[src/rtl/regfile_access_ctrl.sv]
// regfile_access_ctrl: initiator for the register file write/read interface.
// After each reset, x1..NREGS-1 are loaded with INIT_VALUE. Commands then arrive
// on a valid/ready port. Read results are returned on a valid/ready port.
// Optional feature: define REGFILE_DUMP_EN to add a full register dump stream.
module regfile_access_ctrl #(
   parameter int DATA_W = 64,
   parameter int ADDR_W = 5,
   parameter int NREGS = 32,
   parameter logic [DATA_W-1:0] INIT_VALUE = '0
) (
   input  logic              clk,
   input  logic              reset,
   input  logic              cmd_valid,
   output logic              cmd_ready,
   input  logic              cmd_write,
   input  logic [ADDR_W-1:0] cmd_rs1,
   input  logic [ADDR_W-1:0] cmd_rs2,
   input  logic [ADDR_W-1:0] cmd_rd,
   input  logic [DATA_W-1:0] cmd_wdata,
   output logic              rsp_valid,
   input  logic              rsp_ready,
   output logic [DATA_W-1:0] rsp_data1,
   output logic [DATA_W-1:0] rsp_data2,
   output logic              init_busy,
   output logic [ADDR_W-1:0] rf_rs1,
   output logic [ADDR_W-1:0] rf_rs2,
   output logic [ADDR_W-1:0] rf_rd,
   output logic [DATA_W-1:0] rf_wdata,
   output logic              rf_regwrite,
   input  logic [DATA_W-1:0] rf_rdata1,
   input  logic [DATA_W-1:0] rf_rdata2,
   input  logic              dump_start,
   output logic              dump_valid,
   output logic [ADDR_W-1:0] dump_idx,
   output logic [DATA_W-1:0] dump_data
);

   localparam logic [ADDR_W-1:0] LAST_IDX = ADDR_W'(NREGS - 1);

   typedef enum logic [2:0] {
      S_INIT,
      S_IDLE,
      S_WRITE,
      S_READ,
      S_RESP
`ifdef REGFILE_DUMP_EN
      , S_DUMP
`endif
   } state_t;

   state_t            state_q, state_d;
   logic [ADDR_W-1:0] idx_q, idx_d;
   logic              cmd_ready_d;
   logic              rsp_valid_d;
   logic [DATA_W-1:0] rsp_data1_d, rsp_data2_d;
   logic              init_busy_d;
   logic [ADDR_W-1:0] rf_rs1_d, rf_rs2_d, rf_rd_d;
   logic [DATA_W-1:0] rf_wdata_d;
   logic              rf_regwrite_d;

`ifdef REGFILE_DUMP_EN
   logic              dump_valid_d;
   logic [ADDR_W-1:0] dump_idx_d;
   logic [DATA_W-1:0] dump_data_d;
`else
   logic              unused_dump_start;

   // Without the dump feature the request is ignored and the stream is idle.
   assign unused_dump_start = dump_start;
   assign dump_valid = 1'b0;
   assign dump_idx   = '0;
   assign dump_data  = '0;
`endif

   // Next-state and next-output logic. All outputs are registered. Each state
   // computes the values the outputs take after the coming clock edge.
   always_comb begin
      state_d       = state_q;
      idx_d         = idx_q;
      cmd_ready_d   = cmd_ready;
      rsp_valid_d   = rsp_valid;
      rsp_data1_d   = rsp_data1;
      rsp_data2_d   = rsp_data2;
      init_busy_d   = init_busy;
      rf_rs1_d      = rf_rs1;
      rf_rs2_d      = rf_rs2;
      rf_rd_d       = rf_rd;
      rf_wdata_d    = rf_wdata;
      rf_regwrite_d = 1'b0;
`ifdef REGFILE_DUMP_EN
      dump_valid_d  = 1'b0;
      dump_idx_d    = dump_idx;
      dump_data_d   = dump_data;
`endif
      case (state_q)
         S_INIT: begin
            rf_rd_d       = idx_q;
            rf_wdata_d    = INIT_VALUE;
            rf_regwrite_d = 1'b1;
            init_busy_d   = 1'b1;
            idx_d         = idx_q + ADDR_W'(1);
            if (idx_q == LAST_IDX) begin
               state_d = S_IDLE;
            end
         end
         S_IDLE: begin
            init_busy_d = 1'b0;
            cmd_ready_d = 1'b1;
            if (cmd_ready) begin
`ifdef REGFILE_DUMP_EN
               if (dump_start) begin
                  state_d     = S_DUMP;
                  cmd_ready_d = 1'b0;
                  rf_rs1_d    = '0;
               end else
`endif
               if (cmd_valid) begin
                  cmd_ready_d = 1'b0;
                  if (cmd_write) begin
                     state_d       = S_WRITE;
                     rf_rd_d       = cmd_rd;
                     rf_wdata_d    = cmd_wdata;
                     rf_regwrite_d = (cmd_rd != '0);
                  end else begin
                     state_d  = S_READ;
                     rf_rs1_d = cmd_rs1;
                     rf_rs2_d = cmd_rs2;
                  end
               end
            end
         end
         S_WRITE: begin
            state_d     = S_IDLE;
            cmd_ready_d = 1'b1;
         end
         S_READ: begin
            rsp_data1_d = rf_rdata1;
            rsp_data2_d = rf_rdata2;
            state_d     = S_RESP;
         end
         S_RESP: begin
            rsp_valid_d = 1'b1;
            if (rsp_valid && rsp_ready) begin
               rsp_valid_d = 1'b0;
               cmd_ready_d = 1'b1;
               state_d     = S_IDLE;
            end
         end
`ifdef REGFILE_DUMP_EN
         S_DUMP: begin
            dump_valid_d = 1'b1;
            dump_idx_d   = rf_rs1;
            dump_data_d  = rf_rdata1;
            if (rf_rs1 == LAST_IDX) begin
               state_d     = S_IDLE;
               cmd_ready_d = 1'b1;
            end else begin
               rf_rs1_d = rf_rs1 + ADDR_W'(1);
            end
         end
`endif
         default: begin
            state_d = S_INIT;
         end
      endcase
   end

   // State and output registers; reset restarts the init sequence from x1.
   always_ff @(posedge clk) begin
      if (reset) begin
         state_q     <= S_INIT;
         idx_q       <= ADDR_W'(1);
         cmd_ready   <= 1'b0;
         rsp_valid   <= 1'b0;
         rsp_data1   <= '0;
         rsp_data2   <= '0;
         init_busy   <= 1'b1;
         rf_rs1      <= '0;
         rf_rs2      <= '0;
         rf_rd       <= '0;
         rf_wdata    <= '0;
         rf_regwrite <= 1'b0;
`ifdef REGFILE_DUMP_EN
         dump_valid  <= 1'b0;
         dump_idx    <= '0;
         dump_data   <= '0;
`endif
      end else begin
         state_q     <= state_d;
         idx_q       <= idx_d;
         cmd_ready   <= cmd_ready_d;
         rsp_valid   <= rsp_valid_d;
         rsp_data1   <= rsp_data1_d;
         rsp_data2   <= rsp_data2_d;
         init_busy   <= init_busy_d;
         rf_rs1      <= rf_rs1_d;
         rf_rs2      <= rf_rs2_d;
         rf_rd       <= rf_rd_d;
         rf_wdata    <= rf_wdata_d;
         rf_regwrite <= rf_regwrite_d;
`ifdef REGFILE_DUMP_EN
         dump_valid  <= dump_valid_d;
         dump_idx    <= dump_idx_d;
         dump_data   <= dump_data_d;
`endif
      end
   end

endmodule

[config.mk]
export PLATFORM = sky130hd
export DESIGN_NAME = regfile_access_ctrl
export DESIGN_NICKNAME = d
export VERILOG_FILES = /design/src/rtl/regfile_access_ctrl.sv
export SDC_FILE = /design/constraint.sdc
export NUM_CORES = 1
export LEC_CHECK = 0
export ABC_AREA = 1
export CORE_AREA = 3 3 192 194
export CTS_BUF_LIST = sky130_fd_sc_hd__clkbuf_16
export CTS_CLUSTER_SIZE = 25
export DETAILED_ROUTE_END_ITERATION = 12
export DIE_AREA = 0 0 195 197
export SLEW_MARGIN = 20
export SYNTH_ARGS = -nofsm -noshare
export SYNTH_HDL_FRONTEND = slang
export SYNTH_SLANG_ARGS = --single-unit
[constraint.sdc]
create_clock -name clk -period 4.4 [get_ports clk]
set_clock_uncertainty 0.2 [all_clocks]
set_input_delay 0.88 -clock clk [delete_from_list [all_inputs] [get_ports clk]]
set_output_delay 0.88 -clock clk [all_outputs]
set_load 0.02 [all_outputs]
-- After elaboration in Yosys (flattened, before gate mapping)
Index checks and enable logic that the tools add are counted.
- reduce and logical (&&, ||, !) cells: 9
- equal/unequal tests: 10
- add/subtract/negate cells: 1
- bitwise gates (word level): 1
- multiplexer cells: 24
- operators with widths (cell ; count):
    $mux 64 ; 3
    $pmux 64 s2 ; 1
    $mux 5 ; 3
    $pmux 3 s5 ; 1
    $mux 3 ; 4
    $reduce_and 4->1 ; 3
    $ne 2x2->1 const B ; 5
    $pmux 5 s2 ; 1
    $mux 1 ; 8
    $eq 3x2->1 const B ; 2
    $add 5x1->5 const B ; 1
    $eq 5x5->1 const B ; 1
    $reduce_bool 5->1 ; 1
    $pmux 1 s2 ; 2
    $eq 3x1->1 const B ; 1
    $eq 3x3->1 const B ; 1
    $logic_not 3->1 ; 1
    $pmux 1 s3 ; 1
    $reduce_bool 3->1 ; 1
    $reduce_and 2->1 ; 1
    $reduce_bool 2->1 ; 1
    $logic_and 1x1->1 ; 1
    $not 1->1 ; 1
- output and inout bits: 281
- bits in registers: 219
- logic and storage cells: 57

-- Logic depth before layout (Yosys ltp)
Gate-level depths: netlist of run 1.
- depth after elaboration: 5
- depth in mapped cells: 9

-- Least setup slack after synthesis of run 1
No wires, ideal clock.
- kind: input to register
- start point: in reset
- end point: reg idx_q[4]
- setup slack: 2.407 ns
- stages: 6
- data arrival time: 1.728 ns
- cell sequence: clkbuf_1 -> inv_1 -> buf_2 -> clkbuf_1 -> o21ai_0 -> nor2_1
- RTL lines (item ; RTL line ; text):
    start: declaration ; 12 ; input logic reset,
    end signal: assignment ; 190 ; idx_q <= idx_d;
    end: declaration ; 52 ; logic [ADDR_W-1:0] idx_q, idx_d;

-- Worst setup path in the final report of run 1
- start point: reg rsp_valid
- end point: out rsp_valid
- RTL lines (item ; RTL line ; text):
    start: declaration ; 20 ; output logic rsp_valid,
    start signal: assignment ; 192 ; rsp_valid <= rsp_valid_d;
No word-level cell between the ends.

==> results.json, run 1 <==
{
  "die_w_um": 195,
  "finalSetupViolations": 0,
  "clock-root-buffer": "clkbuf_16",
  "cp-start-kind": "register",
  "nets": 1680,
  "tightest_slew_ps": 893,
  "drive_gt1_share_pct": 3.90,
  "ys_seq_area_share_pct": 51.6,
  "critical-path-top-delay-family": "buffers and inverters",
  "grt_max_degree": 88,
  "power.density_mw_per_mm2": 329,
  "final_area_mm2": 0.0136,
  "dr.pass1.iters": 6,
  "yosys_most_used_dff": "dfxtp_1",
  "path_buf_inv": 1,
  "post_cts_buffers": 0,
  "drtIter0Drc": 252,
  "arrival_ps": 1600,
  "tritoncts": "done",
  "die_y_um": 197,
  "clock-sinks": 219,
  "grt-ovfl-total": 0,
  "via_per_inst": 4.32,
  "synth_edf_count": 0,
  "drc": 0,
  "slew_viol_final": 0,
  "hold_path.class": "register to register",
  "cts.clk_slew.worst_paths_ps": 60,
  "rows": 69,
  "cts.htree.levels": 1,
  "period_minus_slack_ps": 2680,
  "fillers": 3614,
  "slowest_stage": "clkdlybuf4s50_1",
  "yosysWarningCount": 0,
  "yosysTopAreaCellShare_pct": 51.6,
  "n_antenna_cell": 0,
  "cp.required_ps": 3320,
  "grt_usage_pct": 14.4,
  "antenna_found_initial": 0,
  "p_leak_uw": 0.00528,
  "place_congestion": 0.758,
  "clockPowerShare_pct": 48.5,
  "hpwlAfterDp_mm": 20.3,
  "grt_pass1_wl_mm": 45.6,
  "start_util_pct": 24.0,
  "outcome": "finished clean",
  "grt_pass1_vias": 8112,
  "routed_wl_mm": 30.0,
  "antenna_left": 0,
  "hold_violations": 0,
  "avgSynthCellArea_um2": 7.80,
  "synth_top_area_cell": "dfxtp_1",
  "io_buffers": 422,
  "clock_path_buffers": 3,
  "finalSetupTns_ps": 0,
  "pwr-share-seq_pct": 44.6,
  "cp-end-kind": "output port",
  "area_growth_pct": 60.3,
  "clk_latency_ps": 540,
  "path_class": "register to output port",
  "synth-seq-cells": 219,
  "max_freq_mhz": 373,
  "period_share_pct": 61.0,
  "wl_per_cell_um": 15.4,
  "route.vias.total": 8405,
  "cts_resized": 0,
  "multi_input_area_mm2": 0.00339,
  "timing.max_cap.violations": 0,
  "synthArstFlopShare_pct": 0,
  "swShare_pct": 22.7,
  "cp_slowest_stage_delay_ps": 710,
  "max_slew_margin_pct": 40.5,
  "yosys-top-cells-area": "dfxtp_1 52%, nor2_1 13%, o21ai_0 7.3%",
  "regArea_mm2": 0.00438,
  "ir_worst_vdd_uv": 313,
  "cp_cell_sequence": "clkdlybuf4s50_1",
  "synth_cell_types": 21,
  "cts_buffers": 27,
  "pwr-share-comb_pct": 6.9,
  "dpl_cell_area_mm2": 0.0128,
  "rsz0062_at_grt": "no",
  "cts_hold_buf": 0,
  "coreArea_mm2": 0.0354,
  "pin_count": 494,
  "intPower_uw": 3450,
  "p_sw_uw": 1020,
  "syn_inst": 1088,
  "synth_area_mm2": 0.00849,
  "dieArea_mm2": 0.0384,
  "cp_max_fo": 3
}
path summary, 6_finish.rpt:
check	cells after the start	endpoint	slack, ps	from
setup / recovery	1	rsp_valid	1720	rsp_valid
hold / removal	2	rf_wdata[33]	260	rf_wdata[33]
hold reg to reg	2	rf_wdata[33]	260	rf_wdata[33]
setup reg to reg	6	rsp_data2[55]	1840	state_q[0]
flip-flops by register name (all words and copies together) (netlist names):
| name | count |
|---|---|
| rf_wdata | 64 |
| rsp_data1 | 64 |
| rsp_data2 | 64 |
| idx_q | 5 |
| rf_rd | 5 |
| rf_rs1 | 5 |
| rf_rs2 | 5 |
| state_q | 3 |
| cmd_ready | 1 |
| init_busy | 1 |
| rf_regwrite | 1 |
| rsp_valid | 1 |
synthesized netlist by cell type (2+ instances only):
master,instances
a21oi_1,69
buf_2,45
buf_4,80
clkbuf_1,28
dfxtp_1,219
ha_1,2
inv_1,15
inv_2,5
nand2_1,97
nand3_1,7
nand4_1,67
nor2_1,299
o21ai_0,123
o21ai_1,25
layer usage:
layer | GRT usage, % | vias up | wire [um] | share of wire [%]
li1 | - | 4192 | - | -
met5 | 0.247 | - | 0 | 0
met4 | 3.86 | 0 | 650 | 2.2
met3 | 5.38 | 47 | 2950 | 9.8
met1 | 17.0 | 3805 | 12000 | 40
met2 | 24.5 | 361 | 14400 | 48
cell usage in the layout (no fill, tap or decap):
cell,count
buf_2,1
buf_4,8
a21oi_1,69
clkbuf_16,27
inv_4,2
o21ai_0,123
nand3_2,1
nand2_1,97
ha_1,2
nor2_1,297
nand4_1,67
clkdlybuf4s50_1,421
o21ai_1,24
inv_6,2
nand3_1,7
clkinv_1,12
bufinv_16,3
inv_2,4
nor3_1,1
conb_1,70
o21bai_1,1
xor2_1,1
buf_12,2
inv_1,17
nor2_4,2
clkinv_2,4
nor3_4,1
o21ai_4,1
dfxtp_1,219
logic make-up after synthesis:
| family | count (synthesis) | share of synthesized area, % |
|---|---|---|
| simple gates | 473 | 23.2 |
| flops | 219 | 51.6 |
| compound gates | 218 | 12.9 |
| buf+inv | 174 | 11.9 |
| fa+ha+maj | 2 | 0.295 |
| xor+xnor | 1 | 0.103 |
| other cells | 1 | 0.0442 |
power by group through the flow:
| stage | registers (uW) | clock network [uW] | logic [uW] |
|---|---|---|---|
| after floorplan | 2040 | 0 | 141 |
| after global placement | 2040 | 0 | 305 |
| after detailed placement | 2040 | 0 | 306 |
| after CTS | 1990 | 2250 | 308 |
| after global routing | 1990 | 2330 | 330 |
| final | 1990 | 2170 | 307 |
cell type report:
| type | instances | share of cell area [%] |
|---|---|---|
| Multi-Input combinational cell | 764 | 24.9 |
| Timing Repair Buffer | 432 | 31.7 |
| Tap cell | 461 | 4.24 |
| Inverter | 21 | 0.616 |
| Sequential cell | 219 | 32.2 |
| Clock inverter | 23 | 1.32 |
| Clock buffer | 27 | 4.97 |
metrics by stage:
step                power [uW]  hold WS [ps]  cells  util [%]  worst slack [ps]
floorplan                 2180           243   1157         -              2410
global placement          2340           248   1897      36.0              1470
detailed placement        2340           253   1897      36.0              1470
CTS                       4550           263   1947      38.4              1640
global route              4650           272   1947      38.4              1600
finish                    4470           261   1947      38.4              1720
Note: power is estimated with default switching activity, not from simulation.
==> inputs of run 2 (changes only) <==
- CORE_AREA: 3 3 192 194 -> 3 3 188 190
- DIE_AREA: 0 0 195 197 -> 0 0 191 193
- clock period: 4.4 -> 2.6 ns (I/O delays scaled with it)
==> results.json, run 2 (synthesized netlist as in run 1, its figures left out) <==
{
  "hpwlAfterDp_mm": 21.3,
  "antenna_left": 0,
  "reg_top3": "rf_wdata x64, rsp_data1 x64, rsp_data2 x64",
  "clock-sinks": 219,
  "cp-end-kind": "output port",
  "hold_path.class": "input pin to register",
  "max_slew_margin_pct": 56.1,
  "clk_latency_ps": 530,
  "max_freq_mhz": 431,
  "cts_resized": 0,
  "cp_max_fo": 3,
  "cp_slowest_stage_delay_ps": 710,
  "dr.pass1.iters": 4,
  "via_per_inst": 4.35,
  "antenna_found_initial": 1,
  "path_buf_inv": 1,
  "place_ws_ps": 394,
  "power.density_mw_per_mm2": 532,
  "grt-ovfl-total": 0,
  "critical-path-top-delay-family": "buffers and inverters",
  "r2r_cells": 5,
  "nets": 1686,
  "grt_pass1_wl_mm": 45.8,
  "grt_max_degree": 129,
  "coreArea_mm2": 0.0336,
  "start_util_pct": 25.3,
  "period_minus_slack_ps": 2320,
  "slew_viol_final": 0,
  "cp_cell_sequence": "clkdlybuf4s50_1",
  "layout_setup_ws_ps": 282,
  "slowest_stage": "clkdlybuf4s50_1",
  "post_cts_buffers": 0,
  "holdWs_ps": 197,
  "fillers": 3390,
  "area_growth_pct": 60.7,
  "grt_pass1_vias": 8191,
  "rsz0062_at_grt": "no",
  "die_y_um": 193,
  "swShare_pct": 23.1,
  "hold_violations": 0,
  "finalSetupViolations": 0,
  "whs_path_depth": 2,
  "outcome": "finished clean",
  "period_share_pct": 89.1,
  "routed_wl_mm": 30.6,
  "cp.required_ps": 1880,
  "cts.clk_slew.worst_paths_ps": 60,
  "drc": 0,
  "drive_gt1_share_pct": 4.29,
  "route.vias.total": 8434,
  "p_leak_uw": 0.00533,
  "clock-root-buffer": "clkbuf_16",
  "clock_path_buffers": 3,
  "final_cell_mix": "421 x clkdlybuf4s50_1, 297 x nor2_1, 219 x dfxtp_1",
  "clockPowerShare_pct": 46.3,
  "wl_per_cell_um": 15.8,
  "final_common_cell": "clkdlybuf4s50_1",
  "crit_cells": 1,
  "cts_hold_buf": 0,
  "pin_count": 494,
  "n_antenna_cell": 0,
  "dieArea_mm2": 0.0369,
  "pwr-share-seq_pct": 46.5,
  "place_congestion": 0.759,
  "path_class": "register to output port",
  "p_sw_uw": 1680,
  "timing.max_cap.violations": 0,
  "die_w_um": 191,
  "drtIter0Drc": 266,
  "cp-start-kind": "register",
  "finalSetupTns_ps": 0,
  "grt_usage_pct": 15.3,
  "intPower_uw": 5580,
  "arrival_ps": 1600,
  "cts.htree.levels": 1,
  "ir_worst_vdd_uv": 446,
  "tritoncts": "done",
  "rows": 67,
  "io_buffers": 422,
  "tightest_slew_ps": 659,
  "pwr-share-comb_pct": 7.2,
  "cts_buffers": 26
}
==> run 2: cell count changes in the layout (fill, tap and decap cells not counted), sizes merged <==
cell,delta
buf,+7
clkinv,-4
inv,+4
bufinv,-2
clkbuf,-1
clkinvlp,+1
==> run 2: worst paths after layout <==
kind                     start            end  slack [ps]
setup / recovery     rsp_valid      rsp_valid         280
hold reg to reg   rf_wdata[33]   rf_wdata[33]         260
setup reg to reg    state_q[0]  rsp_data1[55]         760
hold / removal           reset   rf_wdata[10]         200
==> run 2: metal layers <==
layer / GRT usage, % / vias to the layer above / routed length (um)
li1: - / 4200 / -
met1: 17.1 / 3848 / 11500
met2: 27.2 / 341 / 15000
met3: 6.58 / 43 / 3370
met4: 3.53 / 2 / 696
met5: 0 / - / 8
==> run 2: power groups by stage <==
stage / combinational, uW / sequential (uW) / clock (uW)
final: 523 / 3380 / 3360
after global routing: 560 / 3370 / 3630
after CTS: 523 / 3370 / 3510
after detailed placement: 519 / 3450 / 0
after global placement: 519 / 3450 / 0
after floorplan: 239 / 3450 / 0
==> run 2: area by class of cell <==
type	count	area, um^2	area share, %
clock inverters	22	133	0.972
flip-flops and latches	219	4380	32.1
repair buffers	439	4450	32.6
inverters	21	83.8	0.614
clock buffers	26	651	4.77
well taps	448	561	4.11
multi-input cells	764	3390	24.8
==> run 2: stage by stage <==
stage | utilization, % | area [um^2] | std cells | power (uW)
finish | 40.6 | 13600 | 1939 | 7260
global route | 40.6 | 13600 | 1939 | 7570
CTS | 40.6 | 13600 | 1939 | 7410
detailed placement | 38.3 | 12900 | 1891 | 3970
global placement | 38.3 | 12900 | 1891 | 3970
floorplan | - | 8750 | 1157 | 3690
